$ cat config.mk
export PLATFORM = sky130hd
export DESIGN_NAME = ahb_s2m_mux
export DESIGN_NICKNAME = d
export VERILOG_FILES = /design/src/rtl/ahb_pkg.sv /design/src/rtl/ahb_default_slave.sv /design/src/rtl/ahb_s2m_mux.sv
export SDC_FILE = /design/constraint.sdc
export NUM_CORES = 1
export LEC_CHECK = 0
export ABC_AREA = 0
export BUFFER_PORTS_ARGS = -buffer_cell sky130_fd_sc_hd__buf_2
export CORE_MARGIN = 2
export CORE_UTILIZATION = 27
export DETAILED_ROUTE_END_ITERATION = 7
export PLACE_DENSITY_LB_ADDON = 0.05
export SLEW_MARGIN = 20
export SYNTH_ARGS = -nofsm -noshare
export SYNTH_HDL_FRONTEND = slang
export SYNTH_SLANG_ARGS = --single-unit
$ cat constraint.sdc
create_clock -name HCLK -period 1.8 [get_ports HCLK]
set_clock_uncertainty 0.05 [all_clocks]
set_input_delay 0.18 -clock HCLK [delete_from_list [all_inputs] [get_ports HCLK]]
set_output_delay 0.18 -clock HCLK [all_outputs]
set_load 0.02 [all_outputs]
$ cat src/rtl/ahb_pkg.sv
// Shared AHB-Lite encodings and widths used across the interconnect.
// Encodings match the AMBA AHB bus definitions.
package ahb_pkg;

   localparam int DATA_W = 32;

   typedef enum logic [1:0] {
      TRANS_IDLE   = 2'b00,
      TRANS_BUSY   = 2'b01,
      TRANS_NONSEQ = 2'b10,
      TRANS_SEQ    = 2'b11
   } htrans_t;

   typedef enum logic [1:0] {
      RESP_OKAY  = 2'b00,
      RESP_ERROR = 2'b01,
      RESP_RETRY = 2'b10,
      RESP_SPLIT = 2'b11
   } hresp_t;

   typedef enum logic [1:0] {
      DS_IDLE = 2'b00,
      DS_ERR1 = 2'b01,
      DS_ERR2 = 2'b10
   } ds_state_t;

   // A transfer only demands a response when it is NONSEQ or SEQ.
   function automatic logic is_active(input logic [1:0] htrans);
      return (htrans == TRANS_NONSEQ) || (htrans == TRANS_SEQ);
   endfunction

endpackage

$ cat src/rtl/ahb_default_slave.sv
// Default slave: answers unmapped NONSEQ/SEQ transfers with the two-cycle
// ERROR response, and IDLE/BUSY transfers with a zero-wait OKAY.
module ahb_default_slave
   import ahb_pkg::*;
(
   input  logic       HCLK,
   input  logic       HRESET,
   input  logic       hready_in,
   input  logic       unmapped,
   input  logic [1:0] htrans,
   output logic       hready,
   output logic [1:0] hresp
);

   ds_state_t state_q;
   ds_state_t state_d;
   logic      start;

   assign start = hready_in && unmapped && is_active(htrans);

   // NOTE: clocked state uses non-blocking assignments so every register
   // samples the pre-edge values; blocking here would create ordering races.
   always_ff @(posedge HCLK) begin
      if (HRESET) state_q <= DS_IDLE;
      else        state_q <= state_d;
   end

   // NOTE: every output is given a default before the case so no path
   // leaves a variable unassigned, which would otherwise infer a latch.
   always_comb begin
      state_d = state_q;
      hready  = 1'b1;
      hresp   = RESP_OKAY;
      case (state_q)
         DS_IDLE: begin
            if (start) state_d = DS_ERR1;
         end
         DS_ERR1: begin
            hready  = 1'b0;
            hresp   = RESP_ERROR;
            state_d = DS_ERR2;
         end
         DS_ERR2: begin
            hresp   = RESP_ERROR;
            state_d = start ? DS_ERR1 : DS_IDLE;
         end
         default: state_d = DS_IDLE;
      endcase
   end

endmodule

$ cat src/rtl/ahb_s2m_mux.sv
// Slave-to-master response mux: registers the decoder select at address-phase
// acceptance and routes the owning slave's HRDATA/HREADY/HRESP to the master.
module ahb_s2m_mux
   import ahb_pkg::*;
#(
   parameter int NSLV = 3
) (
   input  logic                     HCLK,
   input  logic                     HRESET,
   input  logic [NSLV-1:0]          HSEL,
   input  logic                     HSELDEF,
   input  logic [1:0]               HTRANSm,
   input  logic [DATA_W*NSLV-1:0]   HRDATAS,
   input  logic [NSLV-1:0]          HREADYOUTS,
   input  logic [2*NSLV-1:0]        HRESPS,
   output logic [DATA_W-1:0]        HRDATAm,
   output logic                     HREADYm,
   output logic [1:0]               HRESPm
);

   logic [NSLV:0]   dsel;
   logic [NSLV:0]   sel_next;
   logic [NSLV-1:0] sel_low;
   logic            unmapped;
   logic            ds_hready;
   logic [1:0]      ds_hresp;

   // Isolate the lowest set HSEL bit so overlapping decodes resolve to the
   // lowest-numbered slave; the default slave only wins when HSEL is empty.
   assign sel_low  = HSEL & (~HSEL + {{(NSLV-1){1'b0}}, 1'b1});
   assign unmapped = HSELDEF && (HSEL == '0);
   assign sel_next = {unmapped, sel_low};

   always_ff @(posedge HCLK) begin
      if (HRESET)       dsel <= '0;
      else if (HREADYm) dsel <= sel_next;
   end

   ahb_default_slave u_default_slave (
      .HCLK      (HCLK),
      .HRESET    (HRESET),
      .hready_in (HREADYm),
      .unmapped  (unmapped),
      .htrans    (HTRANSm),
      .hready    (ds_hready),
      .hresp     (ds_hresp)
   );

   // dsel is one-hot or zero, so at most one branch below fires.
   always_comb begin
      HRDATAm = '0;
      HREADYm = 1'b1;
      HRESPm  = RESP_OKAY;
      for (int i = 0; i < NSLV; i++) begin
         if (dsel[i]) begin
            HRDATAm = HRDATAS[DATA_W*i +: DATA_W];
            HREADYm = HREADYOUTS[i];
            HRESPm  = HRESPS[2*i +: 2];
         end
      end
      if (dsel[NSLV]) begin
         HREADYm = ds_hready;
         HRESPm  = ds_hresp;
      end
   end

endmodule
==> flow_summary.ini, run 1 <==
[status]
outcome = finished, final reports clean

[synth]
synth_commonest_cells = 38 x nand2_1, 35 x o21ai_0, 34 x a22oi_1, 14 x clkbuf_1, 10 x a21oi_1
syn_area_mm2 = 0.00102
yosysUniqueCellTypes = 21
synth_fp_nets = 283
synthDominantCellAreaShare = 0.250
syn_inst = 165
synth_seq_area_share = 0.118
ys.flop_type = dfxtp_1
synth_top_cells_by_area = a22oi_1 25%, o21ai_0 17%, nand2_1 14%
ys_ff_latch = 6
synth_most_common_cell = nand2_1
yosysTopAreaCell = a22oi_1
ys_warn_count = 0
synthArstFlopShare = 0
syn_area_per_cell_um2 = 6.18
synth_edf_count = 0

[sta]
finalSetupViolations = 0
max_freq_mhz = 588
fin_crit_sh = 0.945
fin_tns_setup_ps = 0
maxSlewViolCount = 0
tightest_slew_ps = 342
relSlewSlack = 0.769
finalHoldViolations = 0
fin_crit_ps = 1700
layout_setup_ws_ps = 98.7
grt_setup_unrepaired = false

[cells_and_area]
stdcell_area_mm2 = 0.00195
diodes = 0
fill_cells = 394
final_cells = 359
area_delta_synth_final_pct = 91.2
drive_gt1_frac = 0.543
regArea_um2 = 123
multi_input_comb_area_um2 = 813
nNetsFinal = 431

[place]
dp.cells = 351
hpwl_mm = 3.47
globalplace.congestion = 0.766
portBuffers = 146
place_area_mm2 = 0.00180
dp_worst_setup_slack_ps = 70.8

[grt]
antenna_found_initial = 0
gr-total-overflow = 0
grt_pass1_wl_mm = 6.38
grt_pass1_vias = 1370
track_usage = 0.185
grt_max_degree = 42

[routing]
drt_iter0_drc = 88
drc_errors = 0
vias_per_cell = 4.76
wl_per_cell_um = 12.5
wl_mm = 4.47
vias = 1708
drtPass1Iterations = 4
ant_nets = 0

[critical_path]
worstSetupStartpointType = register
critPathArrivalTime_ps = 1470
required_ps = 1570
worst_setup_path_end_kind = output pin
critPathKind = register to output pin
worstPathMaxFanout = 17

[clock_tree]
clk_pin_slew_ps = 30
cts_sinks = 6
cts_root_buf = clkbuf_8
cts-buffers-inserted = 3
hold_buffers = 0
cts_tree = yes
clock_latency_ps = 220
cts_max_level = 1
cts_buffer_depth = 2

[hold_path]
hold_path.class = primary input to register

[floorplanning]
die_area_mm2 = 0.00428
ios = 148
start_util = 0.281
fp.dieW_um = 65.5
fp-row-count = 22
die_height_um = 65.5
coreArea_mm2 = 0.00363

[power]
p_leak_nw = 1.01
p_per_area_mw_per_mm2 = 433
ir_drop_uv = 391
fin_total_pwr_uw = 845

[flow_run]
drv_cap = 0
cells by family after synthesis:
kind of cell             count (synthesis)  share of synthesized area
adder cells (fa/ha/maj)                  5                     0.0613
buffers and inverters                   23                     0.0957
AO/OA/AOI/OAI                           83                      0.524
AND/OR/NAND/NOR                         48                      0.201
flip-flops                               6                      0.118
through the flow:
step           utilization  hold WS, ps
6_report             0.537          151
5_1_grt              0.537          151
2_1_floorplan            -          199
3_3_place_gp         0.496          377
4_1_cts              0.511          146
3_5_place_dp         0.496          374
flip-flops by register name, summed over array words and instances (netlist names):
register                 cells
u_default_slave.state_q      2
dsel                         4
layout make-up:
cell class	count	area share
repair buffers	159	0.454
multi-input cells	136	0.417
flip-flops and latches	6	0.0629
well taps	48	0.0308
clock buffers	3	0.0212
inverters	7	0.0135
repair_timing:
item / in CTS / in global routing
gates resized for setup: 3 / 4
cloned: 0 / 1
setup buffers: 0 / 4
pin swaps: 0 / 3
endpoints found under the setup margin: 7 / 7
placed cells by master, fill, tap and decap left out:
cell type and instances:
buf_4 10, nor4b_1 1, nor2_2 1, nand2_1 38, a21oi_1 9, clkbuf_16 1, nor2b_4 1, dfxtp_2 2
o211ai_1 1, or3b_2 1, a2111oi_4 1, buf_2 145, buf_12 3, nor2b_1 1, o21ai_0 35, clkbuf_8 3
dfxtp_1 4, a211o_1 1, a21oi_2 1, ha_1 5, nand3_1 1, a41o_1 1, nor2_1 3, inv_1 7
or4b_1 1, a22oi_1 34
final timing paths:
| kind | cells after the start | start | endpoint | slack, ps |
|---|---|---|---|---|
| worst min-delay path | 2 | HRESET | dsel[2]$_SDFFE_PP0P_ | 150 |
| worst max register to register | 6 | dsel[1]$_SDFFE_PP0P_ | u_default_slave.state_q[0]$_SDFFE_PP0P_ | 110 |
| worst max-delay path | 6 | dsel[0]$_SDFFE_PP0P_ | HRDATAm[21] | 100 |
| worst min register to register | 2 | dsel[0]$_SDFFE_PP0P_ | dsel[0]$_SDFFE_PP0P_ | 410 |
power breakdown:
part / total [mW] / leakage [nW] / internal, mW / switching [mW]
combinational: 0.503 / 0.943 / 0.237 / 0.266
sequential: 0.144 / 0.0497 / 0.139 / 0.00505
clock: 0.198 / 0.0216 / 0.143 / 0.0544
total: 0.845 / 1.01 / 0.520 / 0.325
per-layer routing:
metal  track usage  routed length, um
met5             0                  0
met4        0.0339                 26
met3        0.0308                375
met2         0.334               2150
met1         0.232               1920
critical path, cell delays in order (launching register included):
cell and delay, ps:
dfxtp_1 320, nor2b_4 210, buf_4 150, clkbuf_16 170, a22oi_1 60, o21ai_0 140, buf_2 200
(Power assumes the default switching activity.)
==> run 2: changes to the inputs <==
--- a/config.mk
+++ b/config.mk
@@ -9,6 +9,7 @@
 export BUFFER_PORTS_ARGS = -buffer_cell sky130_fd_sc_hd__buf_2
 export CORE_MARGIN = 2
 export CORE_UTILIZATION = 27
+export CTS_BUF_LIST = sky130_fd_sc_hd__clkbuf_16
 export DETAILED_ROUTE_END_ITERATION = 7
 export PLACE_DENSITY_LB_ADDON = 0.05
 export SLEW_MARGIN = 20
==> run 2 against run 1 <==
Effect of this change:
- via count is 0.12% lower
- sequential share of layout area about the same
- register-to-register slack about the same
==> flow_summary.ini, run 2 (synthesized netlist as in run 1, its figures left out) <==
[status]
outcome = finished, final reports clean

[sta]
finalSetupViolations = 0
max_freq_mhz = 585
relSlewSlack = 0.765
fin_tns_setup_ps = 0
maxSlewViolCount = 0
tightest_slew_ps = 348
fin_crit_sh = 0.949
fin_crit_ps = 1710
finalHoldViolations = 0
grt_setup_unrepaired = false

[flow_run]
drv_cap = 0

[clock_tree]
cts_root_buf = clkbuf_16
cts_tree = yes
clk_pin_slew_ps = 30
cts_max_level = 1
cts_sinks = 6
cts_buffer_depth = 2
cts-buffers-inserted = 3
hold_buffers = 0
clock_latency_ps = 230

[floorplanning]
start_util = 0.281
die_area_mm2 = 0.00428
ios = 148
coreArea_mm2 = 0.00363
die_height_um = 65.5
fp.dieW_um = 65.5
fp-row-count = 22

[cells_and_area]
top_register = dsel
final_cell_mix = 145 x buf_2, 38 x nand2_1, 35 x o21ai_0
diodes = 0
area_delta_synth_final_pct = 94.6
layout_commonest_cell = buf_2
drive_gt1_frac = 0.547
nNetsFinal = 431
stdcell_area_mm2 = 0.00198
reg.largest.list = dsel: 4 flops, u_default_slave.state_q: 2 flops
largest_register_ffs = 4

[power]
p_comb_frac = 0.498
p_clk_frac = 0.359
p_int_uw = 661
seqPwrFrac = 0.143
p_leak_nw = 1.03
fin_total_pwr_mw = 1.01
swShare = 0.344
p_sw_uw = 348
p_per_area_mw_per_mm2 = 508
ir_drop_uv = 526

[place]
portBuffers = 146
place_area_mm2 = 0.00180
globalplace.congestion = 0.766
hpwl_mm = 3.47

[grt]
grt_pass1_wl_mm = 6.47
antenna_found_initial = 0
grt_max_degree = 42
track_usage = 0.188
grt_pass1_vias = 1383
gr-total-overflow = 0

[routing]
vias_per_cell = 4.75
wl_mm = 4.52
wl_per_cell_um = 12.6
ant_nets = 0
vias = 1706
drtPass1Iterations = 4
drc_errors = 0
drt_iter0_drc = 96

[critical_path]
worstSetupStartpointType = register
critPathArrivalTime_ps = 1480
worst_setup_path_end_kind = output pin
critPathKind = register to output pin
required_ps = 1570
worstPathMaxFanout = 9

[hold_path]
hold_path.class = primary input to register
run 2: area by class of cell:
class	instances	area, um^2
clock buffer	3	75.1
fill	391	1650
inverter	7	26.3
multi-input combinational	136	813
sequential	6	124
tap	48	60.1
timing repair buffer	159	886
run 2: power by group through the flow:
| stage | Sequential (mW) | Combinational (mW) | Clock (mW) |
|---|---|---|---|
| finish | 0.144 | 0.503 | 0.362 |
| CTS | 0.143 | 0.467 | 0.363 |
| detailed placement | 0.145 | 0.459 | 0 |
| global route | 0.145 | 0.548 | 0.370 |
| floorplan | 0.143 | 0.243 | 0 |
| global placement | 0.145 | 0.458 | 0 |
run 2: layer usage:
layer,vias up,track usage,share of wire
li1,898,-,-
met1,726,0.234,0.42
met2,75,0.338,0.48
met3,7,0.0257,0.085
met4,0,0.0495,0.011
met5,-,0,0
run 2: critical path: stages, from the launching register on:
cell,delay [ps]
dfxtp_1,320
nor2b_4,210
buf_12,140
buf_12,120
a22oi_1,60
o21ai_0,180
buf_2,210
run 2: final timing paths:
check	startpoint	end	slack [ps]	cells after the start
worst max register to register	dsel[1]$_SDFFE_PP0P_	dsel[2]$_SDFFE_PP0P_	120	5
worst min register to register	dsel[0]$_SDFFE_PP0P_	dsel[0]$_SDFFE_PP0P_	410	2
worst min-delay path	HRESET	dsel[2]$_SDFFE_PP0P_	140	2
worst max-delay path	dsel[0]$_SDFFE_PP0P_	HRDATAm[0]	90	6
run 2: through the flow:
| step | instances | hold slack (ps) | setup WS [ps] | util |
|---|---|---|---|---|
| global placement | 351 | 377 | 88.6 | 0.496 |
| detailed placement | 351 | 374 | 70.8 | 0.496 |
| global route | 359 | 157 | 9.23 | 0.546 |
| CTS | 354 | 144 | -4.82 | 0.520 |
| floorplan | 165 | 199 | 20.2 | - |
| finish | 359 | 141 | 91.6 | 0.546 |
run 2: what timing repair did:
item / 4_1_cts / 5_1_grt
buffers inserted: 0 / 4
setup endpoints to repair: 11 / 7
gates cloned: 0 / 1
resized for setup: 3 / 5
pin swaps: 0 / 4
==> run 3: changes to the inputs <==
--- a/config.mk
+++ b/config.mk
@@ -5,10 +5,12 @@
 export SDC_FILE = /design/constraint.sdc
 export NUM_CORES = 1
 export LEC_CHECK = 0
-export ABC_AREA = 0
+export ABC_AREA = 1
 export BUFFER_PORTS_ARGS = -buffer_cell sky130_fd_sc_hd__buf_2
+export CELL_PAD_IN_SITES_DETAIL_PLACEMENT = 1
+export CELL_PAD_IN_SITES_GLOBAL_PLACEMENT = 2
 export CORE_MARGIN = 2
-export CORE_UTILIZATION = 27
+export CORE_UTILIZATION = 11
 export CTS_BUF_LIST = sky130_fd_sc_hd__clkbuf_16
 export DETAILED_ROUTE_END_ITERATION = 7
 export PLACE_DENSITY_LB_ADDON = 0.05
@@ -16,3 +18,4 @@
 export SYNTH_ARGS = -nofsm -noshare
 export SYNTH_HDL_FRONTEND = slang
 export SYNTH_SLANG_ARGS = --single-unit
+export TNS_END_PERCENT = 1
==> run 3 against run 2 <==
Effect of this change:
- global-route usage decreased by 9.0 points
- combinational power increased by 71%
- die area increased by 140%
- fmax increased by 4.2%
- sequential cell count unchanged
- cell area increased by 2.0%
- clock power decreased by 2%
- largest cell class is now multi-input combinational cells
- highest routed layer unchanged
==> flow_summary.ini, run 3 <==
[status]
outcome = finished, final reports clean

[synth]
synth_edf_count = 0
synthDominantCellAreaShare = 0.227
synth_commonest_cells = 44 x nand2_1, 32 x a22oi_1, 31 x o21ai_0, 8 x inv_1, 7 x a21oi_1
syn_area_per_cell_um2 = 6.08
synthArstFlopShare = 0
yosysUniqueCellTypes = 25
syn_area_mm2 = 0.00106
synth_seq_area_share = 0.114
yosysTopAreaCell = a22oi_1
synth_most_common_cell = nand2_1
synth_top_cells_by_area = a22oi_1 23%, nand2_1 16%, o21ai_0 15%
syn_inst = 174
synth_fp_nets = 292
ys_ff_latch = 6
ys.flop_type = dfxtp_1
ys_warn_count = 0

[cells_and_area]
fill_cells = 1216
nNetsFinal = 436
reg.largest.list = dsel: 4 flops, u_default_slave.state_q: 2 flops
diodes = 0
largest_register_ffs = 4
layout_commonest_cell = buf_2
drive_gt1_frac = 0.535
final_cells = 445
area_delta_synth_final_pct = 91.5
top_register = dsel
final_util = 0.218
final_cell_mix = 145 x buf_2, 44 x nand2_1, 32 x a22oi_1

[power]
fin_total_pwr_mw = 1.38
p_sw_uw = 609
p_per_area_mw_per_mm2 = 679
swShare = 0.443
seqPwrFrac = 0.120
p_clk_frac = 0.256
ir_drop_uv = 339
p_int_uw = 766
p_comb_frac = 0.624
p_leak_nw = 1.02

[place]
dp.cells = 442
hpwl_mm = 4.59
globalplace.congestion = 0.665
portBuffers = 146
dp_worst_setup_slack_ps = 294

[hold_path]
hold_path.class = primary input to register
hold_path_depth = 2

[routing]
vias_per_cell = 3.93
ant_nets = 0
drt_iter0_drc = 26
drc_errors = 0
vias = 1748
wl_mm = 5.63
wl_per_cell_um = 12.6
drtPass1Iterations = 4

[grt]
track_usage = 0.0979
grt_pass1_vias = 1690
antenna_found_initial = 0
grt_max_degree = 38
grt_pass1_wl_mm = 8.18
gr-total-overflow = 0

[clock_tree]
hold_buffers = 0
cts_setup_buffers = 0
cts-buffers-inserted = 3
clk_pin_slew_ps = 30
cts_tree = yes
cts_buffer_depth = 2
clock_latency_ps = 220
cts_root_buf = clkbuf_16
cts_max_level = 1
cts_resized = 0
cts_sinks = 6

[sta]
tightest_slew_ps = 397
finalHoldViolations = 0
fin_crit_sh = 0.911
fin_tns_setup_ps = 0
finalSetupViolations = 0
fin_crit_ps = 1640
relSlewSlack = 0.734
grt_setup_unrepaired = false
max_freq_mhz = 610
layout_setup_ws_ps = 160
maxSlewViolCount = 0

[critical_path]
worstRegToRegCells = 7
worstPathMaxFanout = 5
required_ps = 1570
worstSetupStartpointType = register
critPathArrivalTime_ps = 1410
critPathKind = register to output pin
worst_setup_path_end_kind = output pin

[floorplanning]
fp.dieW_um = 102
ios = 148
coreArea_mm2 = 0.00928
start_util = 0.114
fp-row-count = 35
die_height_um = 102
die_area_mm2 = 0.0104

[flow_run]
drv_cap = 0
==> run 3: power groups by stage <==
stage	registers [mW]	clock network, mW	logic [mW]
floorplan	0.158	0	0.520
global placement	0.166	0	0.877
detailed placement	0.167	0	0.867
CTS	0.165	0.357	0.870
global route	0.167	0.368	0.958
finish	0.164	0.353	0.858
==> run 3: cells by family after synthesis <==
logic type	count (synthesis)	share of synthesized area
buffers and inverters	24	0.111
DFF	6	0.114
AOI/OAI and AO/OA	77	0.446
adders and majority gates	5	0.0592
and+or+nand+nor	62	0.270
==> run 3: critical path, stage by stage (launching register included) <==
cell	delay, ps
dfxtp_1	350
inv_1	110
ha_1	190
or2_4	250
nand2_4	110
buf_2	170
==> run 3: stage by stage <==
stage               instance area [um^2]  hold slack, ps
finish                              2020             131
global route                        2020             154
CTS                                 2010             140
detailed placement                  1940             373
global placement                    1940             390
floorplan                           1060             192
==> run 3: final cells by class <==
cell class | count | area [um^2] | area share
Clock buffer | 3 | 75.1 | 0.0371
Inverter | 10 | 40.0 | 0.0198
Multi-Input combinational cell | 144 | 820 | 0.405
Sequential cell | 6 | 123 | 0.0606
Tap cell | 129 | 161 | 0.0797
Timing Repair Buffer | 153 | 806 | 0.398
==> run 3: worst paths after layout <==
| check | startpoint | endpoint | slack [ps] |
|---|---|---|---|
| min reg2reg | dsel[3]$_SDFFE_PP0P_ | dsel[3]$_SDFFE_PP0P_ | 470 |
| min | HRESET | dsel[1]$_SDFFE_PP0P_ | 130 |
| max reg2reg | u_default_slave.state_q[1]$_SDFFE_PP0P_ | u_default_slave.state_q[1]$_SDFFE_PP0P_ | 330 |
| max | u_default_slave.state_q[1]$_SDFFE_PP0P_ | HREADYm | 160 |
==> run 3: per-layer routing <==
metal / routed length, um / global-route usage / up-vias / part of all wire
met2: 2570 / 0.168 / 85 / 0.46
met4: 8 / 0.0154 / 0 / 0.0014
met1: 2530 / 0.133 / 758 / 0.45
li1: - / - / 903 / -
met5: 0 / 0 / - / 0
met3: 517 / 0.0137 / 2 / 0.092
